<file path="config.mk">
export PLATFORM = sky130hd
export DESIGN_NAME = lm_sm_sequencer_flat
export DESIGN_NICKNAME = d
export VERILOG_FILES = /design/src/rtl/riscpipe_pkg.sv /design/src/rtl/lm_sm_sequencer_if.sv /design/src/rtl/mask_prio_enc.sv /design/src/rtl/lm_sm_sequencer.sv /design/src/flat_wrapper.sv
export SDC_FILE = /design/constraint.sdc
export NUM_CORES = 1
export LEC_CHECK = 0
export CAP_MARGIN = 20
export CORE_MARGIN = 10
export CORE_UTILIZATION = 51
export DETAILED_ROUTE_END_ITERATION = 6
export PLACE_DENSITY = 0.8
export SLEW_MARGIN = 15
export SYNTH_ARGS = -nofsm -noshare
export SYNTH_HDL_FRONTEND = slang
export SYNTH_SLANG_ARGS = --single-unit
</file>
<file path="constraint.sdc">
create_clock -name clk -period 4.65 [get_ports clk]
set_clock_uncertainty 0.15 [all_clocks]
set_input_delay 1.395 -clock clk [delete_from_list [all_inputs] [get_ports clk]]
set_output_delay 1.395 -clock clk [all_outputs]
set_load 0.01 [all_outputs]
</file>
<file path="src/rtl/riscpipe_pkg.sv">
// Shared pipeline types for the LM/SM expansion logic.
package riscpipe_pkg;

   localparam int unsigned NREG = 8;

   typedef logic [2:0] rf_addr_t;

   typedef enum logic {SEQ_IDLE, SEQ_RUN} seq_state_e;

   typedef enum logic [1:0] {UOP_NONE, UOP_LOAD, UOP_STORE} uop_kind_e;

endpackage

</file>
<file path="src/rtl/lm_sm_sequencer_if.sv">
// ID/RF-side bundle of the LM/SM sequencer: instruction fields in, micro-ops and stalls out.
interface lm_sm_sequencer_if #(
   parameter int unsigned DW   = 16,
   parameter int unsigned NREG = riscpipe_pkg::NREG
);
   localparam int unsigned RW = $clog2(NREG);

   logic            id_valid;
   logic            id_is_lm;
   logic            id_is_sm;
   logic [NREG-1:0] id_mask;
   logic [DW-1:0]   id_base;
   logic            hold_in;
   logic            flush_in;
   logic            uop_valid;
   logic            uop_is_load;
   logic            uop_is_store;
   logic [RW-1:0]   uop_reg;
   logic [DW-1:0]   uop_addr;
   logic            uop_last;
   logic            seq_busy;
   logic            stall_pc;
   logic            stall_if_id;

   modport master (
      output id_valid, id_is_lm, id_is_sm, id_mask, id_base, hold_in, flush_in,
      input  uop_valid, uop_is_load, uop_is_store, uop_reg, uop_addr, uop_last,
             seq_busy, stall_pc, stall_if_id
   );

   modport slave (
      input  id_valid, id_is_lm, id_is_sm, id_mask, id_base, hold_in, flush_in,
      output uop_valid, uop_is_load, uop_is_store, uop_reg, uop_addr, uop_last,
             seq_busy, stall_pc, stall_if_id
   );

endinterface

</file>
<file path="src/rtl/mask_prio_enc.sv">
// Picks the lowest-numbered register in an LM/SM mask (MSB = R0) and clears it.
module mask_prio_enc #(
   parameter int unsigned NREG = riscpipe_pkg::NREG,
   localparam int unsigned RW  = $clog2(NREG)
) (
   input  logic [NREG-1:0] mask,
   output logic [RW-1:0]   idx,
   output logic            found,
   output logic [NREG-1:0] mask_next
);

   always_comb begin
      found     = 1'b0;
      idx       = '0;
      mask_next = mask;
      for (int i = 0; i < NREG; i++) begin
         if (!found && mask[NREG-1-i]) begin
            found                = 1'b1;
            idx                  = RW'(i);
            mask_next[NREG-1-i]  = 1'b0;
         end
      end
   end

endmodule

</file>
<file path="src/rtl/lm_sm_sequencer.sv">
// Expands one LM/SM into per-register load/store micro-ops, stalling PC and IF/ID meanwhile.
module lm_sm_sequencer
   import riscpipe_pkg::*;
#(
   parameter int unsigned DW        = 16,
   parameter int unsigned NREG      = riscpipe_pkg::NREG,
   parameter int unsigned ADDR_STEP = 1
) (
   input logic               clk,
   input logic               rst_n,
   lm_sm_sequencer_if.slave  bus
);

   localparam int unsigned RW = $clog2(NREG);

   seq_state_e      state_q, state_d;
   logic [NREG-1:0] mask_q, mask_d;
   logic [DW-1:0]   addr_q, addr_d;
   uop_kind_e       op_q, op_d;
   uop_kind_e       kind_q, kind_d;
   logic            valid_q, valid_d;
   logic            last_q, last_d;
   logic [RW-1:0]   reg_q, reg_d;
   logic [DW-1:0]   uaddr_q, uaddr_d;
   logic            stall;
   logic            start;

   logic [RW-1:0]   idx;
   logic            found;
   logic [NREG-1:0] mask_next;

   mask_prio_enc #(
      .NREG (NREG)
   ) u_prio (
      .mask      (mask_q),
      .idx       (idx),
      .found     (found),
      .mask_next (mask_next)
   );

   assign start = (state_q == SEQ_IDLE) & bus.id_valid & (bus.id_is_lm | bus.id_is_sm) &
                  ~bus.hold_in & ~bus.flush_in;

   always_comb begin
      state_d = state_q;
      mask_d  = mask_q;
      addr_d  = addr_q;
      op_d    = op_q;
      kind_d  = kind_q;
      valid_d = valid_q;
      last_d  = last_q;
      reg_d   = reg_q;
      uaddr_d = uaddr_q;
      stall   = 1'b0;

      if (bus.flush_in) begin
         state_d = SEQ_IDLE;
         mask_d  = '0;
         valid_d = 1'b0;
         kind_d  = UOP_NONE;
         last_d  = 1'b0;
      end else begin
         unique case (state_q)
            SEQ_IDLE: begin
               valid_d = 1'b0;
               kind_d  = UOP_NONE;
               last_d  = 1'b0;
               // An empty mask retires as a NOP without ever stalling.
               if (start && (|bus.id_mask)) begin
                  mask_d  = bus.id_mask;
                  addr_d  = bus.id_base;
                  op_d    = bus.id_is_lm ? UOP_LOAD : UOP_STORE;
                  state_d = SEQ_RUN;
                  stall   = 1'b1;
               end
            end
            SEQ_RUN: begin
               if (bus.hold_in) begin
                  stall = 1'b1;
               end else begin
                  valid_d = found;
                  reg_d   = idx;
                  uaddr_d = addr_q;
                  kind_d  = op_q;
                  last_d  = ~|mask_next;
                  mask_d  = mask_next;
                  addr_d  = addr_q + DW'(ADDR_STEP);
                  // Release the front end on the final issue so the next instruction moves up.
                  if (|mask_next) stall = 1'b1;
                  else            state_d = SEQ_IDLE;
               end
            end
         endcase
      end
   end

   always_ff @(posedge clk or negedge rst_n) begin
      if (!rst_n) begin
         state_q <= SEQ_IDLE;
         mask_q  <= '0;
         addr_q  <= '0;
         op_q    <= UOP_NONE;
         kind_q  <= UOP_NONE;
         valid_q <= 1'b0;
         last_q  <= 1'b0;
         reg_q   <= '0;
         uaddr_q <= '0;
      end else begin
         state_q <= state_d;
         mask_q  <= mask_d;
         addr_q  <= addr_d;
         op_q    <= op_d;
         kind_q  <= kind_d;
         valid_q <= valid_d;
         last_q  <= last_d;
         reg_q   <= reg_d;
         uaddr_q <= uaddr_d;
      end
   end

   assign bus.uop_valid    = valid_q;
   assign bus.uop_is_load  = (kind_q == UOP_LOAD);
   assign bus.uop_is_store = (kind_q == UOP_STORE);
   assign bus.uop_reg      = reg_q;
   assign bus.uop_addr     = uaddr_q;
   assign bus.uop_last     = last_q;
   assign bus.seq_busy     = (state_q == SEQ_RUN);
   assign bus.stall_pc     = stall;
   assign bus.stall_if_id  = stall;

endmodule

</file>
<file path="src/flat_wrapper.sv">
// flat-port wrapper written by rule: the top's interface ports become plain ports
module lm_sm_sequencer_flat import riscpipe_pkg::*;
#(
   parameter int unsigned DW        = 16,
   parameter int unsigned NREG      = riscpipe_pkg::NREG,
   parameter int unsigned ADDR_STEP = 1
)
  (clk, rst_n, bus_id_valid, bus_id_is_lm, bus_id_is_sm, bus_id_mask, bus_id_base, bus_hold_in, bus_flush_in, bus_uop_valid, bus_uop_is_load, bus_uop_is_store, bus_uop_reg, bus_uop_addr, bus_uop_last, bus_seq_busy, bus_stall_pc, bus_stall_if_id);
  lm_sm_sequencer_if #(.DW(DW), .NREG(NREG)) bus_i ();
  input logic clk;
  input logic rst_n;
  input wire logic [$bits(bus_i.id_valid)-1:0] bus_id_valid;
  input wire logic [$bits(bus_i.id_is_lm)-1:0] bus_id_is_lm;
  input wire logic [$bits(bus_i.id_is_sm)-1:0] bus_id_is_sm;
  input wire logic [$bits(bus_i.id_mask)-1:0] bus_id_mask;
  input wire logic [$bits(bus_i.id_base)-1:0] bus_id_base;
  input wire logic [$bits(bus_i.hold_in)-1:0] bus_hold_in;
  input wire logic [$bits(bus_i.flush_in)-1:0] bus_flush_in;
  output wire logic [$bits(bus_i.uop_valid)-1:0] bus_uop_valid;
  output wire logic [$bits(bus_i.uop_is_load)-1:0] bus_uop_is_load;
  output wire logic [$bits(bus_i.uop_is_store)-1:0] bus_uop_is_store;
  output wire logic [$bits(bus_i.uop_reg)-1:0] bus_uop_reg;
  output wire logic [$bits(bus_i.uop_addr)-1:0] bus_uop_addr;
  output wire logic [$bits(bus_i.uop_last)-1:0] bus_uop_last;
  output wire logic [$bits(bus_i.seq_busy)-1:0] bus_seq_busy;
  output wire logic [$bits(bus_i.stall_pc)-1:0] bus_stall_pc;
  output wire logic [$bits(bus_i.stall_if_id)-1:0] bus_stall_if_id;
  assign bus_i.id_valid = bus_id_valid;
  assign bus_i.id_is_lm = bus_id_is_lm;
  assign bus_i.id_is_sm = bus_id_is_sm;
  assign bus_i.id_mask = bus_id_mask;
  assign bus_i.id_base = bus_id_base;
  assign bus_i.hold_in = bus_hold_in;
  assign bus_i.flush_in = bus_flush_in;
  assign bus_uop_valid = bus_i.uop_valid;
  assign bus_uop_is_load = bus_i.uop_is_load;
  assign bus_uop_is_store = bus_i.uop_is_store;
  assign bus_uop_reg = bus_i.uop_reg;
  assign bus_uop_addr = bus_i.uop_addr;
  assign bus_uop_last = bus_i.uop_last;
  assign bus_seq_busy = bus_i.seq_busy;
  assign bus_stall_pc = bus_i.stall_pc;
  assign bus_stall_if_id = bus_i.stall_if_id;
  lm_sm_sequencer #(.DW(DW), .NREG(NREG), .ADDR_STEP(ADDR_STEP)) u_core (.clk(clk), .rst_n(rst_n), .bus(bus_i));
endmodule
</file>
Word-level counts from Yosys, hierarchy flattened --
Cells that the tools add are included. Widths: inputs -> output; s select.
Word-level totals: bits in registers 50, output and inout port bits 26
Operators by class: $add $sub $neg 1, equality and inequality tests 6, multiplexer cells 44, bitwise operators 8, reductions and logical operators 22
Operators with widths (count):
- $mux 16 | 2
- $pmux 16 s2 | 1
- $mux 1 | 24
- $mux 8 | 3
- $mux 3 | 6
- $add 16x1->16 const B | 1
- $pmux 8 s2 | 1
- $reduce_and 3->1 | 3
- $logic_and 1x1->1 | 8
- $logic_not 1->1 | 8
- $reduce_or 8->1 | 1
- $reduce_or 7->1 | 1
- $mux 2 | 3
- $ne 3x3->1 const B | 2
- $pmux 1 s2 | 3
- $and 1x1->1 | 4
- $ne 2x2->1 const B | 2
- $pmux 2 s2 | 1
- $not 1->1 | 3
- $eq 2x1->1 const B | 1
- $eq 2x2->1 const B | 1
- $reduce_and 2->1 | 1
- $or 1x1->1 | 1

Longest topological paths before layout --
Gate-level depths: netlist of the first run.
word-level depth 27, mapped depth 7

By module --
A second synthesis of the first run with hierarchy kept.
Second synthesis, totals: cell total of the unflattened synthesis 288, area total of the unflattened synthesis 2720.1 µm²
By module, submodules not included:
- lm_sm_sequencer | instances 1, cells each 264, area each 2570.0 µm²
- mask_prio_enc | instances 1, cells each 24, area each 150.1 µm²

Worst setup path before layout of the first run --
Ideal clock, no wire load.
kind input -> output, start in bus_flush_in, end out bus_stall_pc, arrival time 3.057 ns, data required time 3.105 ns, path slack 0.048 ns, stages 7, buffers on the path 3, cell sequence buf_2 -> nor4b_4 -> o211a_4 -> buf_6 -> nor2_1 -> a311oi_1 -> buf_4
Between the ends: word-level cells in the longest chain between the ends 6
Ends and longest elaborated chain:
- from (decl) | RTL line flat_wrapper.sv:18 | input wire logic [$bits(bus_i.flush_in)-1:0] bus_flush_in;
- $not 1->1 (no line)
- $and 1x1->1 | RTL line lm_sm_sequencer.sv:42 | ~bus.hold_in & ~bus.flush_in;
- $logic_and 1x1->1 | RTL line lm_sm_sequencer.sv:69 | if (start && (|bus.id_mask)) begin
- $mux 1 | RTL line lm_sm_sequencer.sv:69
- $pmux 1 s2 | RTL line lm_sm_sequencer.sv:63 | unique case (state_q)
- $mux 1 (*) | RTL line lm_sm_sequencer.sv:56 | if (bus.flush_in) begin
- to (decl) | RTL line flat_wrapper.sv:26 | output wire logic [$bits(bus_i.stall_pc)-1:0] bus_stall_pc;
Mark *: on every way between the ends. The rest lies on a longest branch, timed or not.

Worst setup path in the final report of the first run --
start in bus_id_mask[2], end out bus_stall_pc
Between the ends: word-level cells in the longest chain between the ends 5
Ends and longest elaborated chain:
- from (decl) | RTL line flat_wrapper.sv:15 | input wire logic [$bits(bus_i.id_mask)-1:0] bus_id_mask;
- $reduce_or 8->1 | RTL line lm_sm_sequencer.sv:69
- $logic_and 1x1->1 | RTL line lm_sm_sequencer.sv:69
- $mux 1 | RTL line lm_sm_sequencer.sv:69
- $pmux 1 s2 | RTL line lm_sm_sequencer.sv:63
- $mux 1 | RTL line lm_sm_sequencer.sv:56
No other way between the ends.

==> results of run 1 <==
## cell type report
cell class,instances,share of cell area (%)
repair buffers,72,19.4
multi-input cells,216,38.3
clock inverters,2,1.08
flip-flops and latches,50,35.9
clock buffers,6,2.08
well taps,70,2.51
inverters,7,0.753
## where the power goes
part / switching, W / total, W / internal [W]
clock: 0.000144 / 0.000305 / 0.000161
sequential: 0.000100 / 0.000634 / 0.000534
combinational: 0.000175 / 0.000391 / 0.000216
total: 0.000420 / 0.00133 / 0.000911
## final timing paths
kind,end,start,depth (start not counted),slack [ns]
worst max register to register,u_core.addr_q[9],u_core.bus.seq_busy,4,2.35
worst min-delay path,u_core.bus.uop_addr[13],u_core.bus.uop_addr[13],2,0.33
worst max-delay path,bus_stall_pc,bus_id_mask[2],6,0.09
max in group asynchronous,u_core.bus.uop_addr[1],rst_n,2,2.98
min in group asynchronous,u_core.bus.uop_addr[9],rst_n,1,0.85
worst min register to register,u_core.bus.uop_addr[13],u_core.bus.uop_addr[13],2,0.33
## layer usage
metal  up-vias  global-route usage (%)  part of all wire, %
li1       1179                       -                    -
met1      1119                    19.6                   43
met5         -                       0                    0
met3         9                    4.08                  7.2
met4         0                    5.27                  1.5
met2       100                    26.8                   48
## worst min-delay path: cells and delay by family, from the launching register on
kind	cells	cell delay, ns
flops	1	0.35
simple gates	2	0.10
## synthesized netlist by cell type, drive strengths merged, types with 3 or more instances
master / count / area (µm²)
o22a: 5 / 43.8
or2: 3 / 18.8
buf: 14 / 92.6
nor2b: 4 / 25.0
o21ai: 11 / 55.1
nand4: 5 / 31.3
a21oi: 12 / 60.1
inv: 7 / 26.3
nand2: 62 / 235
o22ai: 7 / 43.8
nor2: 24 / 100
a41oi: 3 / 26.3
dfrtp: 50 / 1250
a22o: 6 / 52.6
nor3: 9 / 60.1
a211oi: 3 / 32.5
or4: 5 / 45.0
nand3: 8 / 40.0
mux2i: 8 / 80.1
a22oi: 3 / 22.5
a31oi: 5 / 31.3
clkbuf: 7 / 26.3
## stage by stage
step / instance area, µm² / utilization, %
floorplan: 2730 / -
global placement: 3360 / 65.4
detailed placement: 3380 / 65.8
CTS: 3490 / 67.9
global route: 3490 / 67.9
finish: 3490 / 67.9
## kinds of logic (layout without fill, tap and decap cells)
logic type                 count (synthesis)  count (layout)  share of synthesized area (%)
muxes                                      8               8                           2.94
buffers and inverters                     28              87                           5.32
DFF                                       50              50                           45.9
and+or+nand+nor                          132             132                           24.5
AOI/OAI and AO/OA                         74              74                           20.5
adders and majority gates                  2               2                          0.826
==> impl_metrics.toml, run 1 <==
[job]
maxCapViolCount = 0

[layout]
fillers = 463
final_cells = 423
synthToLayoutAreaGrowth_pct = 28.0
drive_above_1_share_pct = 13.3
nets = 384
layout_common_cells = "61 x nand2_1, 53 x clkdlybuf4s50_1, 50 x dfrtp_1"
multiInputGateArea_mm2 = 0.00134
seq_area_mm2 = 0.00125
diodes = 0
mostFrequentLayoutCell = "nand2_1"

[sta]
hold_ws_ns = 0.329
slew_viol_final = 0
tightest_slew_ns = 0.809
layout_min_cycle_time_ns = 4.56
setup_slack_ns = 0.0871
fmax_ghz = 0.219
finalCritPeriodShare_pct = 98.1
finalSetupViolCount = 0
rsz0062_at_grt = "no"
finalHoldViolCount = 0
fin_setup_tns_ns = 0
max_slew_margin_pct = 46.0

[global_routing]
grt_use_total_pct = 16.0
antenna_found_initial = 0
grt_max_degree = 38
grt_pass1_wl_um = 11500
grt_overflow = 0
first_global_vias = 2386

[clock_network]
cts.sinks = 50
clk_path_buf_depth = 2
htree_levels = 2
cts_resized = 9
cts_hold_buf = 0
cts_buffers = 5
clk_pin_slew_worst_paths_ns = 0.09
clock_latency_ns = 0.31
cts_root_buffer = "clkbuf_8"
post_cts_buffers = 0
cts_tree = "built"

[setup_path]
cp_cell_sequence = "clkdlybuf4s50_1 -> or4_4 -> o211a_4 -> nor2_1 -> a311oi_2 -> buf_2"
slowest_delay_ns = 0.55
cp.buffers_inverters = 2
cp.arrival_ns = 3.02
path_max_fanout = 3
cp_slowest_cell = "or4_4"
end_kind = "output pin"
required_ns = 3.11
critPathTopFamily = "simple AND/OR/NAND/NOR gates"
worstSetupPathType = "in -> out"
critPathLaunchType = "input port"

[outcome]
status = "finished clean"

[floorplan]
start_util_pct = 53.0
ios = 57
die_w_um = 93.1
die_area_mm2 = 0.00867
rows = 26
core_area_mm2 = 0.00514
die_h_um = 93.1

[power_and_ir_drop]
ir_worst_vdd_v = 0.000174
finalPower_w = 0.00133
power_density_mw_per_mm2 = 381
p_leak_nw = 1.52

[place]
place_congestion = 0.835
dp.cells = 415
preCtsSetupSlack_ns = -0.447
dp_hpwl_um = 4900
port_buffers = 56

[yosys]
syn_nets = 326
syn_area_per_cell_um2 = 9.27
synthCells = 294
yosysSeqAreaShare_pct = 45.9
synthArstFlopShare_pct = 100
synth_edf_count = 0
synth.distinct_cells = 57
synth_area_mm2 = 0.00273
synthFlopType = "dfrtp_1"
ys_warn_count = 0
ys_ff_latch = 50

[hold_path]
hold_class = "reg -> reg"

[route]
via_per_inst = 5.69
num_vias = 2407
drt_iter0_markers = 213
wl_um = 6840
drtPass1Iterations = 5
drc = 0
ant_nets = 0
wl_per_cell_um = 16.2
Note: power is estimated with default switching activity, not from simulation.
==> run 2, diff against run 1 <==
Settings changed: CORE_UTILIZATION 51 to 63, DONT_BUFFER_PORTS set to 1, PLACE_DENSITY 0.8 to 0.79.
==> run 2 against run 1 <==
  * Clock-buffer cell count is 1 lower
  * Sequential share of layout area increased by 9.1 points
  * Combinational power shrank 48%
  * Cell area is 20% lower
  * Critical endpoint unchanged
  * Largest cell class unchanged
  * Largest power group unchanged
==> impl_metrics.toml, run 2 (synthesis gave the netlist of run 1 again) <==
[sta]
layout_min_cycle_time_ns = 4.29
slew_viol_final = 0
fmax_ghz = 0.233
rsz0062_at_grt = "no"
tightest_slew_ns = 0.879
finalCritPeriodShare_pct = 92.3
finalSetupViolCount = 0
fin_setup_tns_ns = 0
hold_ws_ns = 0.341
max_slew_margin_pct = 41.4
finalHoldViolCount = 0

[global_routing]
antenna_found_initial = 0
grt_pass1_wl_um = 11100
grt_overflow = 0
first_global_vias = 2141
grt_max_degree = 51
grt_use_total_pct = 18.1

[clock_network]
cts_hold_buf = 0
clock_latency_ns = 0.31
post_cts_buffers = 0
htree_levels = 2
cts_root_buffer = "clkbuf_8"
clk_pin_slew_worst_paths_ns = 0.10
cts_tree = "built"
cts_buffers = 5
cts_resized = 0
cts.sinks = 50
clk_path_buf_depth = 2

[job]
maxCapViolCount = 0

[setup_path]
cp.arrival_ns = 2.74
cp_cell_sequence = "nor4b_4 -> o211a_4 -> nor2_1 -> a311oi_1 -> buf_4"
cp.depth = 5
r2r_setup_slack_ns = 2.31
worstReg2RegEnd = "u_core.addr_q[15]"
endpoint = "bus_stall_pc"
worstSetupPathType = "in -> out"
critPathLaunchType = "input port"
end_kind = "output pin"
critPathTopFamily = "compound AO/OA/AOI/OAI gates"
cp_slowest_cell = "o211a_4"
path_max_fanout = 23
required_ns = 3.11
crit_start = "bus_flush_in"
r2r_cells = 5
cp.buffers_inverters = 1
slowest_delay_ns = 0.43
r2r_start = "u_core.bus.seq_busy"

[hold_path]
hold_class = "reg -> reg"
hold_path_depth = 2
min_from = "u_core.op_q[1]"

[place]
dp_hpwl_um = 4620
place_congestion = 0.916
port_buffers = 0

[route]
drt_iter0_markers = 253
ant_nets = 0
wl_per_cell_um = 19.7
via_per_inst = 6.64
drtPass1Iterations = 5
wl_um = 6590
drc = 0
num_vias = 2218

[floorplan]
rows = 23
die_h_um = 85.8
die_area_mm2 = 0.00736
start_util_pct = 66.7
ios = 57
die_w_um = 85.8
core_area_mm2 = 0.00409

[power_and_ir_drop]
ir_worst_vdd_v = 0.000224
p_leak_nw = 1.23
power_density_mw_per_mm2 = 409
finalPower_w = 0.00114

[layout]
synthToLayoutAreaGrowth_pct = 2.07
fillers = 339
diodes = 0
mostFrequentLayoutCell = "nand2_1"
nets = 315
drive_above_1_share_pct = 10.9
layout_common_cells = "61 x nand2_1, 50 x dfrtp_1, 22 x nor2_1"

[outcome]
status = "finished clean"
## run 2: how the worst min path moves through the flow
stage / endpoint / slack, ns
finish: u_core.op_q[1] / 0.34
global route: u_core.op_q[0] / 0.39
CTS: u_core.op_q[1] / 0.35
detailed placement: u_core.op_q[1] / 0.32
global placement: u_core.op_q[1] / 0.31
floorplan: u_core.op_q[0] / 0.29
## run 2: final cells by class
class | count | area (µm²) | area share (%)
Sequential cell | 50 | 1250 | 45.0
Timing Repair Buffer | 3 | 22.5 | 0.809
Clock buffer | 5 | 68.8 | 2.47
Tap cell | 50 | 62.6 | 2.25
Multi-Input combinational cell | 216 | 1330 | 47.8
Clock inverter | 3 | 21.3 | 0.764
Inverter | 7 | 26.3 | 0.944
## run 2: report_power, final
| part | switching, W | total (W) | internal [W] | leakage, nW |
|---|---|---|---|---|
| sequential | 0.000141 | 0.000676 | 0.000534 | 0.631 |
| clock | 0.000152 | 0.000258 | 0.000106 | 0.0441 |
| combinational | 0.000109 | 0.000205 | 0.0000961 | 0.556 |
| total | 0.000402 | 0.00114 | 0.000736 | 1.23 |
## run 2: per-layer routing
layer | GRT usage [%] | vias to the layer above | share of wire, %
li1 | - | 1033 | -
met5 | 0 | - | 0
met4 | 4.49 | 0 | 0.99
met3 | 6.62 | 6 | 11
met1 | 24.5 | 1078 | 43
met2 | 26.8 | 101 | 45
## run 2: worst reg2reg max path, cell delays in order, from the launching register on
cell and delay [ns]:
dfrtp_1 0.40, buf_4 0.35, nor3b_4 0.81, buf_4 0.31, nor3_2 0.06, a211oi_2 0.19
## run 2: stage by stage
stage | area, µm² | utilization, % | setup slack (ns) | instances
2_1_floorplan | 2730 | - | 0.0475 | 294
3_3_place_gp | 2690 | 65.9 | 0.397 | 326
3_5_place_dp | 2690 | 65.9 | 0.358 | 326
4_1_cts | 2780 | 68.1 | 0.357 | 334
5_1_grt | 2780 | 68.1 | 0.274 | 334
6_report | 2780 | 68.1 | 0.360 | 334
==> run 3, diff against run 2 <==
Settings changed: SKIP_CTS_REPAIR_TIMING set to 1.
==> results of run 3 <==
Final layout, timing and power as in run 2 (identical DEF).
==> patch (settings of run 2) <==
Re-encode `uop_kind_e` (3 values) as one-hot, 3 bits wide.
--- a/src/rtl/riscpipe_pkg.sv
+++ b/src/rtl/riscpipe_pkg.sv
@@ -8,5 +8,5 @@
    typedef enum logic {SEQ_IDLE, SEQ_RUN} seq_state_e;
 
-   typedef enum logic [1:0] {UOP_NONE, UOP_LOAD, UOP_STORE} uop_kind_e;
+   typedef enum logic [2:0] {UOP_NONE = 3'b001, UOP_LOAD = 3'b010, UOP_STORE = 3'b100} uop_kind_e;
 
 endpackage
Function: same outputs for any inputs over 4 cycles, from zero or initial values and one cycle with rst_n low; so few cycles prove little.
==> patch against run 2 <==
- cell area decreased by 0.67%
- utilization up 1.0 points
- synthesized area is 4.0% lower
- setup slack improved by 0.37 ns
- routed wire length shrank 4.8%
- power grew 15%
- via count shrank 5.4%
- sequential cell count grew 2
==> patch: results <==
export IMPL_routedWlPerCell_um=18.66
export IMPL_crit_arrival_ns=2.37
export IMPL_track_usage=0.1711
export IMPL_p_leak_uw=0.001238
export IMPL_grt_pass1_wl_um=10250
export IMPL_swShare=0.2998
export IMPL_cpMaxStageDelayCell="a2111oi_2"
export IMPL_grt_max_degree=53
export IMPL_yosysSeqAreaShare=0.4983
export IMPL_dpl_instance_area_um2=2605
export IMPL_first_pass_iters=4
export IMPL_max_stage_delay_ns=0.58
export IMPL_yosys_top_cells_area="dfrtp_1 48%, nand2_1 11%, a21oi_1 4.0%"
export IMPL_synth_cell_type_count=48
export IMPL_ir_drop_uv=253.3
export IMPL_min_from="u_core.op_q[0]"
export IMPL_clk_path_buf_depth=2
export IMPL_worstReg2RegStart="u_core.bus.seq_busy"
export IMPL_crit_fanout=5
export IMPL_nNetsFinal=317
export IMPL_synthTopCellsByCount="74 x nand2_1, 50 x dfrtp_1, 21 x a21oi_1"
export IMPL_post_dp_hpwl_um=4394
export IMPL_grt_pass1_vias=2035
export IMPL_status="complete, no violations"
export IMPL_drt_iter0_markers=285
export IMPL_vias_per_cell=6.244
export IMPL_gp_congestion=0.8883
export IMPL_final_layout_size_suffix_gt1_frac=0.06643
export IMPL_startpoint="bus_id_mask[6]"
export IMPL_tightest_slew_ns=0.7470
[patch: cell type report]
type / count / area, um2
inverters: 6 / 22.52
fillers: 308 / 1236
clock buffers: 5 / 68.82
flip-flops and latches: 52 / 1304
clock inverters: 3 / 90.09
well taps: 50 / 62.56
repair buffers: 3 / 22.52
multi-input cells: 217 / 1194
[patch: worst paths after layout]
| check | end | slack, ns | depth (start not counted) |
|---|---|---|---|
| max | bus_stall_pc | 0.73 | 3 |
| max in group asynchronous | u_core.kind_q[0] | 3.54 | 0 |
| min in group asynchronous | u_core.bus.uop_reg[0] | 0.62 | 0 |
| min | u_core.op_q[0] | 0.34 | 1 |
| max reg2reg | u_core.addr_q[15] | 1.97 | 7 |
| min reg2reg | u_core.op_q[0] | 0.34 | 1 |
[patch: kinds of logic after synthesis]
family | count (synthesis) | share of synthesized area
DFF | 52 | 0.4983
buffers and inverters | 25 | 0.04543
adders and majority gates | 2 | 0.008608
AOI/OAI and AO/OA | 69 | 0.1798
and+or+nand+nor | 140 | 0.2444
muxes | 6 | 0.02343
[patch: stage by stage]
step	util	total power, uW
floorplan	-	833.2
global placement	0.6512	880.2
detailed placement	0.6512	895.5
CTS	0.6910	1312
global route	0.6910	1378
finish	0.6910	1305
[patch: worst reg2reg max path, delay by kind of cell, from the launching register on]
| kind | cells | cell delay, ns |
|---|---|---|
| simple gates | 4 | 1.41 |
| compound gates | 1 | 0.09 |
| buf+inv | 2 | 0.60 |
| flops | 1 | 0.35 |
[patch: power groups by stage]
stage	Sequential (uW)	Clock, uW	Combinational [uW]
2_1_floorplan	665	0	168
3_3_place_gp	698	0	183
3_5_place_dp	703	0	193
4_1_cts	693	425	195
5_1_grt	711	442	225
6_report	690	421	194
[patch: layer usage]
metal / global-route usage / share of wire / vias to the layer above
met5: 0 / 0 / -
met4: 0.04341 / 0.0089 / 0
met3: 0.07440 / 0.11 / 8
met2: 0.2455 / 0.45 / 79
met1: 0.2300 / 0.43 / 993
li1: - / - / 1018
